[config.mk]
export PLATFORM = sky130hd
export DESIGN_NAME = can_bit_timing
export DESIGN_NICKNAME = d
export VERILOG_FILES = /design/src/rtl/can_bit_timing.sv
export SDC_FILE = /design/constraint.sdc
export NUM_CORES = 1
export LEC_CHECK = 0
export CORE_MARGIN = 2
export CORE_UTILIZATION = 54
export CTS_BUF_LIST = sky130_fd_sc_hd__clkbuf_16
export DETAILED_ROUTE_END_ITERATION = 6
export PLACE_DENSITY = 0.71
export SYNTH_ARGS = -nofsm -noshare
export SYNTH_HDL_FRONTEND = slang
export SYNTH_SLANG_ARGS = --single-unit
[constraint.sdc]
create_clock -name Clock_TB -period 1.9 [get_ports Clock_TB]
set_input_delay 0.285 -clock Clock_TB [delete_from_list [all_inputs] [get_ports Clock_TB]]
set_output_delay 0.285 -clock Clock_TB [all_outputs]
set_load 0.01 [all_outputs]
[src/rtl/can_bit_timing.sv]
// can_bit_timing: bit-timing and sample-point generator for the CAN receive path.
// Oversamples Bus_Rx at one time quantum (tq) per Clock_TB cycle, hard-syncs on
// start-of-frame, resynchronises on recessive-to-dominant edges within SJW, and
// emits one sampled bit plus a one-cycle strobe per bit time.
// Optional build macro: CAN_TIMING_TRIPLE_SAMPLE_EN (2-of-3 majority sampling).
module can_bit_timing #(
    parameter int unsigned CLKS_PER_BIT = 10,
    parameter int unsigned SAMPLE_POINT = 7,
    parameter int unsigned SJW          = 2
) (
    input  logic Clock_TB,
    input  logic Reset,
    input  logic Bus_Rx,
    output logic Bit_Sample,
    output logic Sample_Strobe,
    output logic Bit_Start,
    output logic Bus_Idle
);

    localparam int unsigned CW         = $clog2(CLKS_PER_BIT);
    localparam logic [CW-1:0] ONE_TQ   = CW'(1);
    localparam logic [CW-1:0] LAST_TQ  = CW'(CLKS_PER_BIT - 1);
    localparam logic [CW-1:0] SP_TQ    = CW'(SAMPLE_POINT);
    localparam logic [CW-1:0] SJW_TQ   = CW'(SJW);
    localparam logic [CW-1:0] JUMP_TQ  = CW'(SJW + 1);
    // Early edges at or beyond this tq are within SJW of the next bit start
    localparam logic [CW-1:0] SNAP_TQ  = CW'(CLKS_PER_BIT - SJW);
    localparam logic [3:0]    IDLE_CNT = 4'd11;

    typedef enum logic {
        ST_IDLE,
        ST_ACTIVE
    } bus_state_t;

    typedef enum logic [2:0] {
        SYNC_NONE,
        SYNC_HARD,
        SYNC_AT_TQ0,
        SYNC_LATE,
        SYNC_EARLY_SNAP,
        SYNC_EARLY_JUMP
    } sync_t;

    logic          r_s1;
    logic          r_s2;
    logic          r_s3;
    logic [CW-1:0] r_tq;
    logic [3:0]    r_rec_cnt;
    logic          r_armed;
    logic          r_bit_sample;
    logic          r_strobe;
    logic          r_bit_start;
    bus_state_t    r_state;

    bus_state_t    w_state_nxt;
    logic          w_edge;
    sync_t         w_sync;
    logic [CW-1:0] w_tq_inc;
    logic [CW-1:0] w_tq_nxt;
    logic          w_sample_now;
    logic          w_sample_val;
    logic [3:0]    w_rec_nxt;

    assign w_edge       = !r_s2 && r_s3;
    // A sync in the sample-point cycle suppresses that cycle's sample
    assign w_sample_now = (r_tq == SP_TQ) && (w_sync == SYNC_NONE);

    // Bus_Rx synchroniser plus history flop for edge detection
    always_ff @(posedge Clock_TB or posedge Reset) begin
        if (Reset) begin
            r_s1 <= 1'b1;
            r_s2 <= 1'b1;
            r_s3 <= 1'b1;
        end else begin
            r_s1 <= Bus_Rx;
            r_s2 <= r_s1;
            r_s3 <= r_s2;
        end
    end

    // Classify the current edge: hard sync, one of the resync cases, or none
    always_comb begin
        w_sync = SYNC_NONE;
        if (w_edge) begin
            if (r_state == ST_IDLE) begin
                w_sync = SYNC_HARD;
            end else if (r_armed && r_bit_sample) begin
                if (r_tq == '0) begin
                    w_sync = SYNC_AT_TQ0;
                end else if (r_tq <= SP_TQ) begin
                    w_sync = SYNC_LATE;
                end else if (r_tq >= SNAP_TQ) begin
                    w_sync = SYNC_EARLY_SNAP;
                end else begin
                    w_sync = SYNC_EARLY_JUMP;
                end
            end
        end
    end

    // Next tq count: free-running wrap unless a sync moves it
    always_comb begin
        w_tq_inc = (r_tq == LAST_TQ) ? '0 : (r_tq + ONE_TQ);
        case (w_sync)
            SYNC_HARD, SYNC_EARLY_SNAP: w_tq_nxt = ONE_TQ;
            SYNC_LATE:                  w_tq_nxt = (r_tq <= SJW_TQ) ? ONE_TQ
                                                                    : (r_tq + ONE_TQ - SJW_TQ);
            SYNC_EARLY_JUMP:            w_tq_nxt = r_tq + JUMP_TQ;
            default:                    w_tq_nxt = w_tq_inc;
        endcase
    end

`ifdef CAN_TIMING_TRIPLE_SAMPLE_EN
    localparam logic [CW-1:0] WIN0_TQ = CW'(SAMPLE_POINT - 2);
    localparam logic [CW-1:0] WIN1_TQ = CW'(SAMPLE_POINT - 1);

    logic r_tri_a;
    logic r_tri_b;
    logic r_tri_ok;

    // Capture the two early window samples; any sync invalidates the window
    always_ff @(posedge Clock_TB or posedge Reset) begin
        if (Reset) begin
            r_tri_a  <= 1'b1;
            r_tri_b  <= 1'b1;
            r_tri_ok <= 1'b0;
        end else if (w_sync != SYNC_NONE) begin
            r_tri_ok <= 1'b0;
        end else if (r_tq == WIN0_TQ) begin
            r_tri_a  <= r_s2;
            r_tri_ok <= 1'b1;
        end else if (r_tq == WIN1_TQ) begin
            r_tri_b  <= r_s2;
        end else if (r_tq == SP_TQ) begin
            r_tri_ok <= 1'b0;
        end
    end

    // 2-of-3 majority; an interrupted window falls back to the single sample
    always_comb begin
        w_sample_val = r_s2;
        if (r_tri_ok) begin
            w_sample_val = (r_tri_a & r_tri_b) | (r_tri_a & r_s2) | (r_tri_b & r_s2);
        end
    end
`else
    // Single sample of the synchronised bus at the sample point
    always_comb begin
        w_sample_val = r_s2;
    end
`endif

    // Recessive run length after this strobe, saturating at the idle threshold
    always_comb begin
        w_rec_nxt = r_rec_cnt;
        if (!w_sample_val) begin
            w_rec_nxt = '0;
        end else if (r_rec_cnt < IDLE_CNT) begin
            w_rec_nxt = r_rec_cnt + 4'd1;
        end
    end

    // Bus state register
    always_ff @(posedge Clock_TB or posedge Reset) begin
        if (Reset) begin
            r_state <= ST_IDLE;
        end else begin
            r_state <= w_state_nxt;
        end
    end

    // Bus state transitions: hard sync leaves idle, 11 recessive samples return
    always_comb begin
        w_state_nxt = r_state;
        case (r_state)
            ST_IDLE: begin
                if (w_sync == SYNC_HARD) begin
                    w_state_nxt = ST_ACTIVE;
                end
            end
            ST_ACTIVE: begin
                if (w_sample_now && (w_rec_nxt == IDLE_CNT)) begin
                    w_state_nxt = ST_IDLE;
                end
            end
            default: w_state_nxt = ST_IDLE;
        endcase
    end

    // Output decode from registered state
    always_comb begin
        Bus_Idle      = (r_state == ST_IDLE);
        Bit_Sample    = r_bit_sample;
        Sample_Strobe = r_strobe;
        Bit_Start     = r_bit_start;
    end

    // tq counter, strobes, sampled bit, resync arming and recessive count
    always_ff @(posedge Clock_TB or posedge Reset) begin
        if (Reset) begin
            r_tq         <= '0;
            r_rec_cnt    <= IDLE_CNT;
            r_armed      <= 1'b1;
            r_bit_sample <= 1'b1;
            r_strobe     <= 1'b0;
            r_bit_start  <= 1'b0;
        end else begin
            r_tq        <= w_tq_nxt;
            r_strobe    <= w_sample_now;
            r_bit_start <= (r_tq == '0) || (w_sync == SYNC_HARD)
                           || (w_sync == SYNC_EARLY_SNAP);
            if (w_sample_now) begin
                r_bit_sample <= w_sample_val;
            end
            if (w_sync != SYNC_NONE) begin
                r_armed <= 1'b0;
            end else if (w_sample_now) begin
                r_armed <= 1'b1;
            end
            if (w_sync == SYNC_HARD) begin
                r_rec_cnt <= '0;
            end else if (w_sample_now) begin
                r_rec_cnt <= w_rec_nxt;
            end
        end
    end

endmodule

# Word-level counts from Yosys, hierarchy flattened
# Cells that the tools add are included.
# totals
regBits,16
latch_bits,0
ram_bits,0
mem_bits_ro,0
inputBits,3
output_inout_bits,4
word_cells,57
memories,0
# op_classes
add_sub_neg,4
n_mul,0
div,0
order_cmp,4
n_eq_ne,7
shift,0
n_mux,18
n_bitwise,1
reduce_logical,13
# ops
cell,count
$mux 4,6
$mux 3,5
$pmux 4 s3,1
$add 4x1->4 const B,2
$eq 4x4->1 const B,2
$eq 3x3->1 const B,2
$mux 1,5
$add 4x2->4 const B,1
$eq 4x3->1 const B,1
$ge 4x4->1 const B,1
$le 4x2->1 const B,1
$le 4x3->1 const B,1
$logic_and 1x1->1,4
$logic_not 4->1,1
$lt 4x4->1 const B,1
$reduce_bool 2->1,2
$sub 4x2->4 const B,1
$eq 3x1->1 const B,1
$eq 3x2->1 const B,1
$logic_not 3->1,1
$reduce_bool 3->1,1
$logic_or 1x1->1,2
$pmux 1 s2,1
$reduce_or 2->1,1
other kinds (2),2

# Depth between registers and ports, before layout
# Gate-level depths: netlist (run 1).
# depth
word_depth,12
mapped_depth,6
mapped_depth_nobuf,6

# Worst setup path before layout (run 1)
# OpenSTA, ideal clock, no wires.
# synth_timing
kind,register to register
startpoint,register r_tq[0]
endpoint,register r_tq[3]
setup_time_ns,0.080
t_arrival_ns,1.592
required_time_ns,1.820
slack_ns,0.228
path_stages_with_launch,7
n_path_buf,0
period_less_slack_ns,1.672
path_cell_list,dfrtp_1 > inv_1 > ha_1 > nand3b_1 > a211o_1 > or3_1 > o211ai_2
# synth_via
elab_chain_cells,10
word_cells_on_any_way,22
classes_between,add/sub: 3; order compare: 3; eq/ne: 5; mux: 9; reduce/logical: 2
# synth_lines
element,line_no,text
start: declaration,47,logic [CW-1:0] r_tq;
start signal: assignment,208,r_tq <= w_tq_nxt;
$ge 4x4->1,92,end else if (r_tq >= SNAP_TQ) begin
$mux 1,92,
$mux 3,90,end else if (r_tq <= SP_TQ) begin
$mux 3,88,if (r_tq == '0) begin
$mux 3,87,end else if (r_armed && r_bit_sample) begin
$mux 3,85,if (r_state == ST_IDLE) begin
$mux 3,84,if (w_edge) begin
$eq 3x1->1 / $eq 3x3->1 (equally long branches),104,case (w_sync)
$reduce_or 2->1,104,
$pmux 4 s3 *,104,
net w_tq_nxt[3],59,logic [CW-1:0] w_tq_nxt;
# Mark *: on every way through the listed nets, which the timed path passes. The rest lies on a longest branch.
# A chain may end at the register's enable or synchronous reset.

# Final worst setup path (run 1)
# Ends and elaborated chain as after synthesis.

==> results of run 1 <==
placed cells by master, fill, tap and decap left out, types with 2 or more instances in the layout:
cell type	synthesis	routed
a211oi_1	2	2
a21oi_1	4	4
clkbuf_16	0	3
clkdlybuf4s50_1	0	6
dfrtp_1	8	8
dfstp_2	8	8
ha_1	5	5
inv_1	9	10
mux2i_1	3	3
nand2_1	8	8
nand2b_1	2	2
nand3_1	4	4
nand3b_1	2	2
nor2_1	4	4
o22ai_1	2	2
xnor2_1	3	3
metrics by stage:
stage	cell area [um2]	setup WS [ns]	hold slack (ns)	std cells	power (mW)
floorplan	922.1	0.2279	0.1930	87	1.100
global placement	974.7	0.1760	0.3491	106	1.251
detailed placement	974.7	0.1330	0.3470	106	1.260
CTS	1054	0.09956	0.3542	110	1.678
global route	1054	0.002121	0.3557	110	1.813
finish	1054	0.07884	0.3533	110	1.684
per-layer routing:
metal | vias to the layer above | part of all wire | track usage
li1 | 327 | - | -
met1 | 321 | 0.54 | 0.3015
met2 | 23 | 0.40 | 0.2629
met3 | 4 | 0.049 | 0.05200
met4 | 0 | 0.010 | 0.08824
met5 | - | 0 | 0
report_power, final:
part           internal (mW)  leakage (nW)  switching, mW  total (mW)
Clock                  0.279        0.0423          0.127       0.406
Sequential             0.489         0.181          0.147       0.637
Combinational          0.310         0.295          0.332       0.642
registers in the layout, summed over array words and instances, names as in the netlist:
register       count
Bit_Sample         1
Bit_Start          1
Sample_Strobe      1
r_armed            1
r_rec_cnt          4
r_s1               1
r_s2               1
r_s3               1
r_state            1
r_tq               4
worst max path at each step:
stage	from	endpoint	slack, ns	cells past startpoint
floorplan	r_tq[0]	r_tq[3]	0.23	6
global placement	r_tq[0]	r_tq[3]	0.18	6
detailed placement	r_tq[0]	r_tq[3]	0.13	6
CTS	r_tq[0]	r_tq[3]	0.1	6
global route	r_tq[0]	r_tq[3]	0.002	6
finish	r_tq[0]	r_tq[3]	0.08	6
layout make-up:
| type | instances | area (um2) | area share |
|---|---|---|---|
| inverters | 9 | 33.78 | 0.03207 |
| multi-input cells | 59 | 450.4 | 0.4276 |
| clock buffers | 3 | 75.07 | 0.07126 |
| clock inverters | 1 | 3.754 | 0.003563 |
| flip-flops and latches | 16 | 410.4 | 0.3895 |
| well taps | 16 | 20.02 | 0.01900 |
| repair buffers | 6 | 60.06 | 0.05701 |
critical path: cells and delay by family, from the launching register on:
kind,cells,cell delay [ns]
compound gates,2,0.42
flops,1,0.43
simple gates,2,0.57
fa+ha+maj,1,0.24
buf+inv,1,0.07
logic make-up (layout without fill, tap and decap cells):
family	Yosys count	count (layout)	synth area share
AO/OA/AOI/OAI	20	20	0.1655
XOR/XNOR	3	3	0.02850
adder cells (fa/ha/maj)	5	5	0.06784
buffers and inverters	12	19	0.06648
flip-flops	16	16	0.4450
multiplexers	3	3	0.03257
AND/OR/NAND/NOR	28	28	0.1940
==> flow_summary.ini, run 1 <==
[run_status]
status = finished clean

[synth]
synth_area_leader_cell = dfstp_2
ys_ff_latch = 16
seq_area_frac_synth = 0.4450
synth.area.top_cells = dfstp_2 (23%), dfrtp_1 (22%), ha_1 (6.8%), inv_1 (3.7%), mux2i_1 (3.3%)
synth_area_um2 = 922.1
synth_edf_count = 0
syn_nets = 95
syn_avg_cell_area_um2 = 10.60
synth_flop_cell = dfstp_2
synthTopCellsByCount = inv_1 (9), dfrtp_1 (8), dfstp_2 (8), nand2_1 (8), ha_1 (5)
synth_top_area_share = 0.2280
synthDistinctLibCells = 36
synth_async_sr_flop_share = 1.000
yosysMostFrequentCell = inv_1
yosysWarnings = 0
syn_inst = 87

[cts]
cts_tree = yes
root_buffer = clkbuf_16
cts_made_buffers = 3
hold_buffers = 0
cts_max_level = 1
cts_buffer_depth = 2
path_clk_slew_ns = 0.05
insertion_delay_ns = 0.24
clkSinkCount = 16
cts_resized = 0
cts_setup_buffers = 0

[detailed_routing]
vias = 675
avgViaCountPerCell = 6.136
wirelength_um = 1686
first_iter_violations = 24
drtPass1Iterations = 4
ant_nets = 0
wl_per_cell_um = 15.33
route.detailed.drc = 0

[timing]
setup_violations = 0
drv_slew = 0
relSlewSlack = 0.6135
fin_tns_setup_ns = 0
worst_pin_slew_ns = 0.5791
finalCritPeriodShare = 0.9585
max_freq_mhz = 549.1
finalHoldViolations = 0
fin_worst_skew_ns = 0.002295
rsz0062_at_grt = false
post-route-min-period_ns = 1.821

[grt]
grt_pass1_wl_um = 2932
overflow = 0
antenna_found_initial = 0
grt_pass1_vias = 643
grt.total_usage = 0.1995
grt_max_degree = 17

[cells_and_area]
n_fill_cell = 115
drive_gt1_frac = 0.1702
fin_nets = 103
antennaDiodeCount = 0
syn_to_final_growth_pct = 14.25
post-route-util = 0.6758

[setup_path]
ff2ff_path_depth = 6
max_stage_delay_ns = 0.43
cp.arrival_ns = 1.99
crit_required_ns = 2.07
reg2reg_from = r_tq[0]
critPathSlowestCell = dfrtp_1
r2r-end = r_tq[3]
startpoint_type = register
reg2reg_slack_ns = 0.08
cp-end-kind = register
crit_fanout = 7
critical_path_class = register to register
crit_path_cell_trace = inv_1 > ha_1 > nand3b_1 > a211o_1 > or3_1 > o211ai_2

[hold_path]
min_to = r_s2
hold_depth = 0
hold_class = register to register
min_from = r_s1

[place]
dp_hpwl_um = 1131
numPortBuffers = 6
gp_congestion = 0.8337

[floorplan]
ioPinCount = 7
die_y_um = 45.33
dieArea_um2 = 2054
die_w_um = 45.33
rows = 14
initial_utilization = 0.5915
core_area_um2 = 1559

[pwr]
irDropWorstVdd_mv = 0.7608
p_leak_nw = 0.5178
p_per_area_nw_per_um2 = 1599

[job]
drv_cap = 0
No activity file was read; power rests on OpenSTA's default activity.
==> run 2, diff against run 1 <==
--- a/config.mk
+++ b/config.mk
@@ -9,7 +9,8 @@
 export CORE_UTILIZATION = 54
 export CTS_BUF_LIST = sky130_fd_sc_hd__clkbuf_16
 export DETAILED_ROUTE_END_ITERATION = 6
-export PLACE_DENSITY = 0.71
+export DONT_BUFFER_PORTS = 1
+export PLACE_DENSITY = 0.65
 export SYNTH_ARGS = -nofsm -noshare
 export SYNTH_HDL_FRONTEND = slang
 export SYNTH_SLANG_ARGS = --single-unit
==> flow_summary.ini, run 2 (synthesis results as in run 1) <==
[run_status]
status = complete, but fails checks
violations = negative hold slack

[timing]
drv_slew = 0
hold-worst-slack_ns = -0.01727
post-route-min-period_ns = 1.768
fin_tns_setup_ns = 0
max_freq_mhz = 565.6
finalHoldViolations = 8
finalCritPeriodShare = 0.9306
relSlewSlack = 0.6150
worst_pin_slew_ns = 0.5768
setup_violations = 0
setup_slack_ns = 0.1319
fin_worst_skew_ns = 0.0007361
rsz0062_at_grt = false

[pwr]
seqPwrFrac = 0.387
combPwrFrac = 0.362
finalPower_mw = 1.649
power_frac_clock = 0.250
irDropWorstVdd_mv = 0.9804
intPower_mw = 1.053
p_per_area_nw_per_um2 = 1647
p_leak_nw = 0.4968
switching_power_mw = 0.5954
p_sw_frac = 0.3611

[cells_and_area]
drive_gt1_frac = 0.1910
final_common_cell = inv_1
syn_to_final_growth_pct = 8.548
fin_cells = 105
antennaDiodeCount = 0
fin_nets = 98
reg_top3 = r_rec_cnt: 4 flops, r_tq: 4 flops
final_cell_mix = inv_1 (9), dfstp_2 (8), dfrtp_1 (8), nand2_1 (8), ha_1 (5)

[setup_path]
cp.arrival_ns = 1.94
r2r-end = r_tq[3]
cp-end-kind = register
startpoint_type = register
crit_required_ns = 2.07
critical_path_class = register to register
reg2reg_from = r_tq[1]
reg2reg_slack_ns = 0.13
crit_fanout = 5
ff2ff_path_depth = 6

[detailed_routing]
vias = 650
drtPass1Iterations = 4
route.detailed.drc = 0
wl_per_cell_um = 15.10
ant_nets = 0
first_iter_violations = 12
wirelength_um = 1585
avgViaCountPerCell = 6.190

[place]
placed_cells = 101
dp_hpwl_um = 1100
numPortBuffers = 0
gp_congestion = 0.8213
place_ws_ns = 0.1680

[cts]
cts_buffer_depth = 2
cts_made_buffers = 3
clkSinkCount = 16
cts_resized = 0
path_clk_slew_ns = 0.05
cts_tree = yes
insertion_delay_ns = 0.25
hold_buffers = 0
cts_max_level = 1
cts_setup_buffers = 0
root_buffer = clkbuf_16

[floorplan]
die_y_um = 45.33
ioPinCount = 7
core_area_um2 = 1559
rows = 14
die_w_um = 45.33
initial_utilization = 0.5915
dieArea_um2 = 2054

[grt]
grt.total_usage = 0.1875
grt_pass1_wl_um = 2773
grt_pass1_vias = 612
grt_max_degree = 17
antenna_found_initial = 0
overflow = 0

[hold_path]
hold_class = input pin to asynchronous set/reset pin

[job]
drv_cap = 0
[run 2: cell count changes in the layout (fill, tap and decap cells not counted)]
cell	previous run	this run
buf_4	0	1
clkdlybuf4s50_1	6	0
clkinv_1	0	1
inv_1	10	9
[run 2: cell type report]
class / instances / area [um2]
fill: 122 / 558.0
clock buffer: 3 / 75.07
sequential: 16 / 410.4
timing repair buffer: 1 / 7.507
multi-input combinational: 59 / 450.4
clock inverter: 1 / 3.754
inverter: 9 / 33.78
tap: 16 / 20.02
[run 2: worst max-delay path: stages (launching register included)]
cell and delay, ns:
dfrtp_1 0.40, inv_1 0.08, ha_1 0.22, nand3b_1 0.19
a211o_1 0.34, or3_1 0.37, o211ai_2 0.08
[run 2: per-layer routing]
layer | global-route usage | part of all wire | wire (um) | up-vias
li1 | - | - | - | 314
met1 | 0.2734 | 0.52 | 825 | 321
met2 | 0.2743 | 0.44 | 701 | 12
met3 | 0.03600 | 0.023 | 36 | 3
met4 | 0.07059 | 0.014 | 22 | 0
met5 | 0 | 0 | 0 | -
[run 2: metrics by stage]
stage	utilization	cell area, um2
4_1_cts	0.6421	1001
6_report	0.6421	1001
3_5_place_dp	0.5915	922.1
5_1_grt	0.6421	1001
3_3_place_gp	0.5915	922.1
2_1_floorplan	-	922.1
[run 2: how the worst max path moves through the flow]
stage	end	cells after the start	startpoint
floorplan	r_tq[3]	6	r_tq[0]
global placement	r_tq[3]	6	r_tq[1]
detailed placement	r_tq[3]	6	r_tq[1]
CTS	r_tq[3]	6	r_tq[1]
global route	r_tq[3]	6	r_tq[1]
finish	r_tq[3]	6	r_tq[1]
[run 2: power by group through the flow]
stage / Combinational [mW] / Clock, mW / Sequential [mW]
after floorplan: 0.484 / 0 / 0.616
after global placement: 0.584 / 0 / 0.639
after detailed placement: 0.585 / 0 / 0.642
after CTS: 0.597 / 0.418 / 0.637
after global routing: 0.692 / 0.429 / 0.659
final: 0.597 / 0.413 / 0.639
